### src/rtl/mem_arb_2h.sv
// ---------------------------------------------------------------------------
// mem_arb_2h
//
// Two-host arbiter in front of a single-port memory with a fixed 1-cycle
// response latency. Host 0 is the core's instruction-fetch port, host 1 is
// the core's data port. At most one transaction is outstanding. Each
// response is steered back to the host that issued it. A new grant may be
// issued in the same cycle that the previous response retires, which gives
// one grant per cycle when requests are sustained.
//
// Configuration macro:
//   ARB_ROUND_ROBIN_EN  defined   : alternate between hosts on a collision
//                       undefined : fixed priority, host 1 wins collisions
//
// Ports:
//   clk_i, rst_ni                  clock, async active-low reset
//   hX_req_i / hX_we_i / hX_be_i   host request, write enable, byte enables
//   hX_addr_i / hX_wdata_i         host byte address, write data
//   hX_gnt_o                       request accepted this cycle (combinational)
//   hX_rvalid_o / hX_rdata_o       response for host X, read data
//   dev_req_o .. dev_wdata_o       muxed memory request
//   dev_rvalid_i / dev_rdata_i     memory response
//   err_o                          sticky protocol error (spurious response)
// ---------------------------------------------------------------------------
module mem_arb_2h #(
    parameter int AW = 32,
    parameter int DW = 32
) (
    input  logic            clk_i,
    input  logic            rst_ni,

    input  logic            h0_req_i,
    input  logic            h0_we_i,
    input  logic [DW/8-1:0] h0_be_i,
    input  logic [AW-1:0]   h0_addr_i,
    input  logic [DW-1:0]   h0_wdata_i,
    output logic            h0_gnt_o,
    output logic            h0_rvalid_o,
    output logic [DW-1:0]   h0_rdata_o,

    input  logic            h1_req_i,
    input  logic            h1_we_i,
    input  logic [DW/8-1:0] h1_be_i,
    input  logic [AW-1:0]   h1_addr_i,
    input  logic [DW-1:0]   h1_wdata_i,
    output logic            h1_gnt_o,
    output logic            h1_rvalid_o,
    output logic [DW-1:0]   h1_rdata_o,

    output logic            dev_req_o,
    output logic            dev_we_o,
    output logic [DW/8-1:0] dev_be_o,
    output logic [AW-1:0]   dev_addr_o,
    output logic [DW-1:0]   dev_wdata_o,
    input  logic            dev_rvalid_i,
    input  logic [DW-1:0]   dev_rdata_i,

    output logic            err_o
);

    localparam int BW = DW / 8;

    // Request fields of one host, bundled so the winner can be muxed as a unit.
    typedef struct packed {
        logic          we;
        logic [BW-1:0] be;
        logic [AW-1:0] addr;
        logic [DW-1:0] wdata;
    } hreq_t;

    hreq_t [1:0] hreq;
    logic  [1:0] req;

    assign hreq[0] = '{we: h0_we_i, be: h0_be_i, addr: h0_addr_i, wdata: h0_wdata_i};
    assign hreq[1] = '{we: h1_we_i, be: h1_be_i, addr: h1_addr_i, wdata: h1_wdata_i};
    assign req     = {h1_req_i, h0_req_i};

    // ------------------------------------------------------------------
    // State
    // ------------------------------------------------------------------
    logic out_q,  out_d;    // a transaction is outstanding
    logic own_q,  own_d;    // host that owns the outstanding transaction
    logic last_q, last_d;   // host granted most recently
    logic err_q,  err_d;    // sticky: response seen with nothing outstanding

    // ------------------------------------------------------------------
    // Arbitration
    // ------------------------------------------------------------------
    logic        can_issue;
    logic        both;
    logic        win;       // winning host index, meaningful when issue=1
    logic        issue;
    logic [1:0]  gnt;
    hreq_t       dev_fields;
    logic        resp;

    always_comb begin
        // A response retiring this cycle frees the slot for a same-cycle grant.
        can_issue = !out_q || dev_rvalid_i;
        both      = &req;

`ifdef ARB_ROUND_ROBIN_EN
        // On a collision give it to whoever did not win last time.
        win = both ? !last_q : req[1];
`else
        // On a collision the data port (host 1) always wins.
        win = req[1];
`endif

        issue = can_issue && (|req);

        gnt = 2'b00;
        if (issue) begin
            gnt[win] = 1'b1;
        end

        // Gate the muxed fields so the memory sees zeros when idle.
        dev_fields = '0;
        if (issue) begin
            dev_fields = hreq[win];
        end

        // Only a response that matches an outstanding transaction is routed.
        resp = dev_rvalid_i && out_q;
    end

    // ------------------------------------------------------------------
    // Next state
    // ------------------------------------------------------------------
    always_comb begin
        out_d  = out_q;
        own_d  = own_q;
        last_d = last_q;
        err_d  = err_q;

        if (issue) begin
            // A same-cycle retire and grant keeps the slot occupied.
            out_d  = 1'b1;
            own_d  = win;
            last_d = win;
        end else if (dev_rvalid_i) begin
            out_d  = 1'b0;
        end

        if (dev_rvalid_i && !out_q) begin
            err_d = 1'b1;
        end
    end

    always_ff @(posedge clk_i or negedge rst_ni) begin
        if (!rst_ni) begin
            out_q  <= 1'b0;
            own_q  <= 1'b0;
            last_q <= 1'b1;   // so host 0 wins the first round-robin collision
            err_q  <= 1'b0;
        end else begin
            out_q  <= out_d;
            own_q  <= own_d;
            last_q <= last_d;
            err_q  <= err_d;
        end
    end

    // ------------------------------------------------------------------
    // Outputs
    // ------------------------------------------------------------------
    assign h0_gnt_o    = gnt[0];
    assign h1_gnt_o    = gnt[1];

    assign dev_req_o   = issue;
    assign dev_we_o    = dev_fields.we;
    assign dev_be_o    = dev_fields.be;
    assign dev_addr_o  = dev_fields.addr;
    assign dev_wdata_o = dev_fields.wdata;

    assign h0_rvalid_o = resp && !own_q;
    assign h1_rvalid_o = resp &&  own_q;

    // Read data is shared; rvalid tells each host whether it is theirs.
    assign h0_rdata_o  = dev_rdata_i;
    assign h1_rdata_o  = dev_rdata_i;

    assign err_o       = err_q;

endmodule

### config.mk
export PLATFORM = sky130hd
export DESIGN_NAME = mem_arb_2h
export DESIGN_NICKNAME = d
export VERILOG_FILES = /design/src/rtl/mem_arb_2h.sv
export SDC_FILE = /design/constraint.sdc
export NUM_CORES = 1
export LEC_CHECK = 0
export CAP_MARGIN = 15
export CORE_AREA = 5 5 118 120
export CTS_CLUSTER_DIAMETER = 120
export DETAILED_ROUTE_END_ITERATION = 10
export DIE_AREA = 0 0 123 125
export PLACE_DENSITY_LB_ADDON = 0.12
export SLEW_MARGIN = 25
export SYNTH_ARGS = -nofsm -noshare
export SYNTH_HDL_FRONTEND = slang
export SYNTH_SLANG_ARGS = --single-unit
### constraint.sdc
create_clock -name clk_i -period 1.45 [get_ports clk_i]
set_input_delay 0.29 -clock clk_i [delete_from_list [all_inputs] [get_ports clk_i]]
set_output_delay 0.29 -clock clk_i [all_outputs]
set_load 0.1 [all_outputs]
==> flow_summary_export.csv, run 1 <==
group,metric,value,unit
outcome,status,"finished with violations",
outcome,violations,"negative setup slack",
sta,rsz0062_at_grt,"yes",
power_and_ir_drop,power_frac_seq,0.029,
die,die_h,125,µm
setup_path,rr_startpoint,"out_q",
cts,clkTransAtPathRegs,0.03,ns
cts,numClockSinks,3,
detailed_routing,antenna_left,0,
placement,placedCellCount,642,
grt,met1_usage,0.147,
logic_synthesis,yosys_warnings,0,
die,io_pins,314,
sta,relSlewSlack,0.875,
cts,cts_hold_buf,0,
logic_synthesis,async_flop_share,1.00,
grt,grt.met3_usage,0.0470,
setup_path,reg2reg_setup_slack,0.10,ns
grt,antenna_found_initial,0,
cells_and_area,diodes,0,
placement,portBuffers,217,
grt,met2_usage,0.237,
setup_path,crit_path_cell_trace,"nor2b_4, buf_12, clkbuf_16, a21oi_4, buf_12",
logic_synthesis,synth_top_area_frac,0.260,
die,rows,42,
setup_path,slowest_stage,"dfrtp_2",
detailed_routing,wl_per_cell,16.2,µm
detailed_routing,drc_errors,0,
setup_path,worstSetupEndpointType,"output pin",
sta,period_needed,1.79,ns
grt,grt_pass1_wl,16.0,mm
logic_synthesis,synth_area,1990,µm²
setup_path,critPathMaxStageDelay,0.44,ns
logic_synthesis,synth_common_cells,"nand2_1 (70), nand3b_1 (69), buf_4 (68), a21oi_1 (61), buf_2 (19)",
cts,cts_tree,"yes",
cells_and_area,fillers,1244,
die,core-area,12900,µm²
cts,cts_buffer_depth,2,
cts,clk_latency,0.23,ns
cts,ctsRootBufferMaster,"clkbuf_16",
logic_synthesis,synth_area_leaders,"nand3b_1 (26%), buf_4 (26%), a21oi_1 (15%), nand2_1 (13%), buf_2 (4.8%)",
grt,grtUsageTotal,0.131,
logic_synthesis,yosys.cell_types.count,19,
sta,max_slew.worst_pin.slew,0.186,ns
grt,grt_overflow,0,
logic_synthesis,synth.most_common_cell,"nand2_1",
grt,grt_max_degree,44,
sta,fin_skew,0.00182,ns
worst_hold_path,hold_path_class,"in2async",
logic_synthesis,yosysSeqAreaShare,0.0377,
setup_path,ff2ff_path_depth,4,
setup_path,cp.required,1.16,ns
logic_synthesis,synth_top_area_cell,"nand3b_1",
detailed_routing,vias,2725,
logic_synthesis,avgSynthCellArea,6.24,µm²
power_and_ir_drop,peakVddDrop,359,µV
logic_synthesis,synth_edf_count,0,
setup_path,path_common_cell,"buf_12",
detailed_routing,drt_iter0_drc,59,
power_and_ir_drop,switchingPower,1.75,mW
setup_path,worstPathArrival,1.50,ns
grt,top_usage_layer,"met2",
cells_and_area,final_cells,654,
logic_synthesis,synthesis.instances,319,
power_and_ir_drop,pwr_density_cell,590,nW/µm²
setup_path,startpoint,"out_q",
cells_and_area,finalNetCount,654,
cts,cts_buffers,3,
setup_path,path_buf_inv,3,
logic_synthesis,synth_seq_cells,3,
power_and_ir_drop,p_int,1.69,mW
sta,finalHoldViolations,0,
cells_and_area,drive_gt1_frac,0.395,
setup_path,crit_type,"reg2out",
detailed_routing,routed_wl,10.6,mm
power_and_ir_drop,clockPowerShare,0.130,
die,start_util,0.155,
setup_path,critical-path-top-delay-family,"buffers and inverters",
cts,h-tree-depth,1,
setup_path,r2r_end,"out_q",
power_and_ir_drop,power_frac_comb,0.842,
cells_and_area,areaGrowthSynthToFinish,192,%
sta,period_share,1.23,
detailed_routing,drt_pass1_iterations,4,
setup_path,start_kind,"flop",
grt,grt_pass1_vias,2965,
logic_synthesis,synth_nets,494,
sta,setup-violations-final,72,
cells_and_area,utilization,0.452,
die,die_x,123,µm
flow_run,maxCapViolations,0,
die,die-area,15400,µm²
setup_path,path_max_fanout,10,
power_and_ir_drop,switching_share,0.509,
placement,gp_congestion,0.706,
detailed_routing,via_per_inst,4.17,
sta,slew_viol_final,0,
logic_synthesis,ys.flop_type,"dfrtp_1",
power_and_ir_drop,p_leak,2.03,nW
placement,dp_hpwl,8.47,mm
sta,fmax,0.559,GHz
sta,worst_slack,-0.340,ns
worst max path at each step:
stage                            to  slack, ns  cells after the start
CTS                 dev_wdata_o[20]      -0.33                      5
finish                dev_addr_o[4]      -0.34                      5
floorplan                  h0_gnt_o      -0.22                      3
global route         dev_addr_o[24]      -0.36                      5
global placement     dev_addr_o[19]      -0.44                      5
detailed placement   dev_addr_o[28]      -0.46                      5
logic make-up after synthesis:
logic type | synth area share
flops | 0.0377
simple gates | 0.418
compound gates | 0.195
buf+inv | 0.349
power by group through the flow:
| stage | Clock [mW] | Combinational (mW) | Sequential, mW |
|---|---|---|---|
| 2_1_floorplan | 0 | 2.48 | 0.104 |
| 3_3_place_gp | 0 | 2.81 | 0.0997 |
| 3_5_place_dp | 0 | 2.82 | 0.0999 |
| 4_1_cts | 0.454 | 2.91 | 0.0992 |
| 5_1_grt | 0.458 | 3.00 | 0.100 |
| 6_report | 0.445 | 2.89 | 0.0993 |
per-layer routing:
| layer | wire length [µm] | share of wire |
|---|---|---|
| met3 | 1110 | 0.10 |
| met1 | 3890 | 0.37 |
| met2 | 5440 | 0.51 |
| met4 | 180 | 0.017 |
| met5 | 0 | 0 |
flip-flops by register name (all words and copies together) (netlist names):
register / cells
own_q: 1
out_q: 1
err_o: 1
placed cells by master, fill, tap and decap left out:
cell type / netlist / layout
nand2_1: 70 / 70
nor3_4: 0 / 1
buf_6: 7 / 2
inv_1: 2 / 2
a21oi_4: 0 / 69
and3_4: 0 / 1
o21ai_0: 1 / 1
nor2b_4: 0 / 1
buf_2: 19 / 1
clkbuf_1: 1 / 1
buf_12: 0 / 85
or3_1: 1 / 1
nand2b_1: 1 / 1
dlygate4sd2_1: 0 / 1
buf_4: 68 / 15
buf_16: 0 / 6
nor2_1: 3 / 1
a21o_1: 1 / 1
clkdlybuf4s50_1: 0 / 139
nand3b_1: 69 / 69
and2b_2: 0 / 1
clkbuf_16: 0 / 4
dfrtp_1: 3 / 2
nor2_4: 0 / 2
dfrtp_2: 0 / 1
repair_timing:
action,4_1_cts,5_1_grt
setup endpoints to repair,74,73
setup buffers,3,0
gates cloned,4,1
resized for setup,10,1
layout make-up:
| cell class | instances | area, µm² | area share |
|---|---|---|---|
| timing repair buffer | 250 | 3430 | 0.590 |
| multi-input combinational | 219 | 2000 | 0.344 |
| tap | 176 | 220 | 0.0378 |
| clock buffer | 4 | 78.8 | 0.0135 |
| sequential | 3 | 76.3 | 0.0131 |
| inverter | 2 | 7.51 | 0.00129 |
metrics by stage:
stage	TNS (ns)	cell area [µm²]	setup slack, ns	hold WS, ns	power (mW)
final	-22.47	5820	-0.340	0.252	3.44
after global routing	-24.05	5820	-0.359	0.261	3.55
after global placement	-30.29	5560	-0.444	0.481	2.91
after floorplan	-14.33	2820	-0.225	-0.00559	2.58
after detailed placement	-31.23	5560	-0.457	0.487	2.92
after CTS	-22.25	5790	-0.335	0.253	3.46
No activity file was read; power rests on OpenSTA's default activity.
==> run 2, diff against run 1 <==
PLACE_DENSITY = 0.6   (was unset)
PLACE_DENSITY_LB_ADDON = unset   (was 0.12)
==> run 2 against run 1 <==
The flow still finishes with violations (negative setup slack). Maximum frequency rose by 4.9%. Cell area fell by 0.60%. Global-route usage down 0.65 points. Combinational power about the same. Critical endpoint is now dev_addr_o[23]. Power is 0.77% lower.
==> flow_summary_export.csv, run 2 (synthesis gave the netlist of run 1 again) <==
group,metric,value,unit
outcome,status,"finished with violations",
outcome,violations,"negative setup slack",
cts,clkTransAtPathRegs,0.03,ns
sta,worst_slack,-0.257,ns
placement,dp_hpwl,8.32,mm
setup_path,reg2reg_setup_slack,0.18,ns
cells_and_area,diodes,0,
setup_path,cp.required,1.16,ns
sta,slew_viol_final,0,
sta,finalSetupTns,-16.91,ns
grt,grt_overflow,0,
sta,relSlewSlack,0.871,
die,start_util,0.155,
placement,gp_congestion,0.703,
sta,timing.hold.ws,0.248,ns
cells_and_area,multi_input_area,2000,µm²
cts,numClockSinks,3,
cts,ctsRootBufferMaster,"clkbuf_16",
setup_path,path_max_fanout,10,
sta,period_share,1.18,
detailed_routing,routed_wl,10.1,mm
placement,portBuffers,217,
grt,grtUsageTotal,0.125,
die,die_x,123,µm
sta,rsz0062_at_grt,"yes",
detailed_routing,vias,2804,
grt,antenna_found_initial,0,
detailed_routing,drc_errors,0,
setup_path,setup.worst_path.end,"dev_addr_o[23]",
cells_and_area,areaGrowthSynthToFinish,191,%
die,rows,42,
grt,grt_max_degree,54,
sta,finalHoldViolations,0,
grt,grt_pass1_vias,3119,
die,die-area,15400,µm²
die,core-area,12900,µm²
cells_and_area,drive_gt1_frac,0.392,
sta,setup-violations-final,74,
detailed_routing,drt_pass1_iterations,4,
cells_and_area,final_cell_mix,"clkdlybuf4s50_1 (138), buf_12 (85), nand2_1 (70)",
setup_path,ff2ff_path_depth,4,
setup_path,startpoint,"out_q",
sta,fin_skew,0.00111,ns
cts,cts_buffer_depth,2,
die,die_h,125,µm
detailed_routing,drt_iter0_drc,47,
setup_path,r2r_end,"own_q",
power_and_ir_drop,peakVddDrop,272,µV
die,io_pins,314,
flow_run,maxCapViolations,0,
detailed_routing,via_per_inst,4.29,
sta,period_needed,1.71,ns
setup_path,start_kind,"flop",
detailed_routing,wl_per_cell,15.5,µm
cells_and_area,fillers,1209,
setup_path,crit_type,"reg2out",
setup_path,rr_startpoint,"out_q",
cts,clk_latency,0.22,ns
grt,grt_pass1_wl,15.8,mm
cells_and_area,register_area,75.1,µm²
cells_and_area,final_common_cell,"clkdlybuf4s50_1",
setup_path,worstPathArrival,1.42,ns
worst_hold_path,hold_path_class,"in2async",
cts,cts_buffers,3,
power_and_ir_drop,pwr_density_cell,589,nW/µm²
power_and_ir_drop,p_leak,2.01,nW
sta,fmax,0.586,GHz
detailed_routing,antenna_left,0,
sta,max_slew.worst_pin.slew,0.194,ns
cts,h-tree-depth,1,
cts,cts_tree,"yes",
setup_path,worstSetupEndpointType,"output pin",
cells_and_area,finalNetCount,653,
-- run 2: cell types whose count changed in the layout (fill, tap and decap cells not counted) --
cell,before,now
dlygate4sd2_1,1,2
dfrtp_2,1,0
buf_16,6,4
clkdlybuf4s50_1,139,138
buf_6,2,6
buf_4,15,12
dfrtp_1,2,3
-- run 2: worst min path at each step --
| stage | to | depth (start not counted) |
|---|---|---|
| 5_1_grt | err_o | 1 |
| 6_report | own_q | 1 |
| 4_1_cts | own_q | 1 |
| 3_3_place_gp | err_o | 1 |
| 2_1_floorplan | err_o | 0 |
| 3_5_place_dp | own_q | 1 |
-- run 2: metal layers --
metal  global-route usage  share of wire  vias up
li1                     -              -     1322
met1                0.123           0.33     1312
met2                0.242           0.55      141
met3               0.0434          0.099       29
met4               0.0326          0.024        0
met5                    0              0        -
-- run 2: layout make-up --
class	count	area share
well taps	176	0.0381
inverters	2	0.00130
clock buffers	4	0.0136
flip-flops and latches	3	0.0130
multi-input cells	219	0.347
repair buffers	249	0.587
-- run 2: stage by stage --
| step | instances | instance area, µm² | power, mW | setup slack, ns | utilization |
|---|---|---|---|---|---|
| 2_1_floorplan | 319 | 2820 | 2.58 | -0.225 | - |
| 3_3_place_gp | 642 | 5560 | 2.90 | -0.431 | 0.431 |
| 3_5_place_dp | 642 | 5560 | 2.93 | -0.449 | 0.431 |
| 4_1_cts | 650 | 5720 | 3.42 | -0.265 | 0.444 |
| 5_1_grt | 653 | 5780 | 3.53 | -0.301 | 0.449 |
| 6_report | 653 | 5780 | 3.41 | -0.257 | 0.449 |
-- run 2: repair_timing --
| item | 4_1_cts | 5_1_grt |
|---|---|---|
| resized for setup | 8 | 5 |
| endpoints found under the setup margin | 75 | 74 |
| hold buffers | 0 | 0 |
| gates cloned | 2 | 1 |
| buffers inserted | 2 | 2 |
| pin swaps | 2 | 0 |
| endpoints found under the hold margin | 0 | 0 |
-- run 2: where the power goes --
group          internal, mW  total, mW  switching [mW]  leakage (nW)
registers            0.0902     0.0976         0.00738        0.0298
clock network         0.363      0.440          0.0769        0.0382
logic                  1.22       2.87            1.65          1.94
-- run 2: critical path, cell delays in order, from the launching register on --
cell     delay, ns
dfrtp_1       0.38
nor2b_4       0.15
buf_12        0.16
buf_12        0.16
a21oi_4       0.14
buf_12        0.19
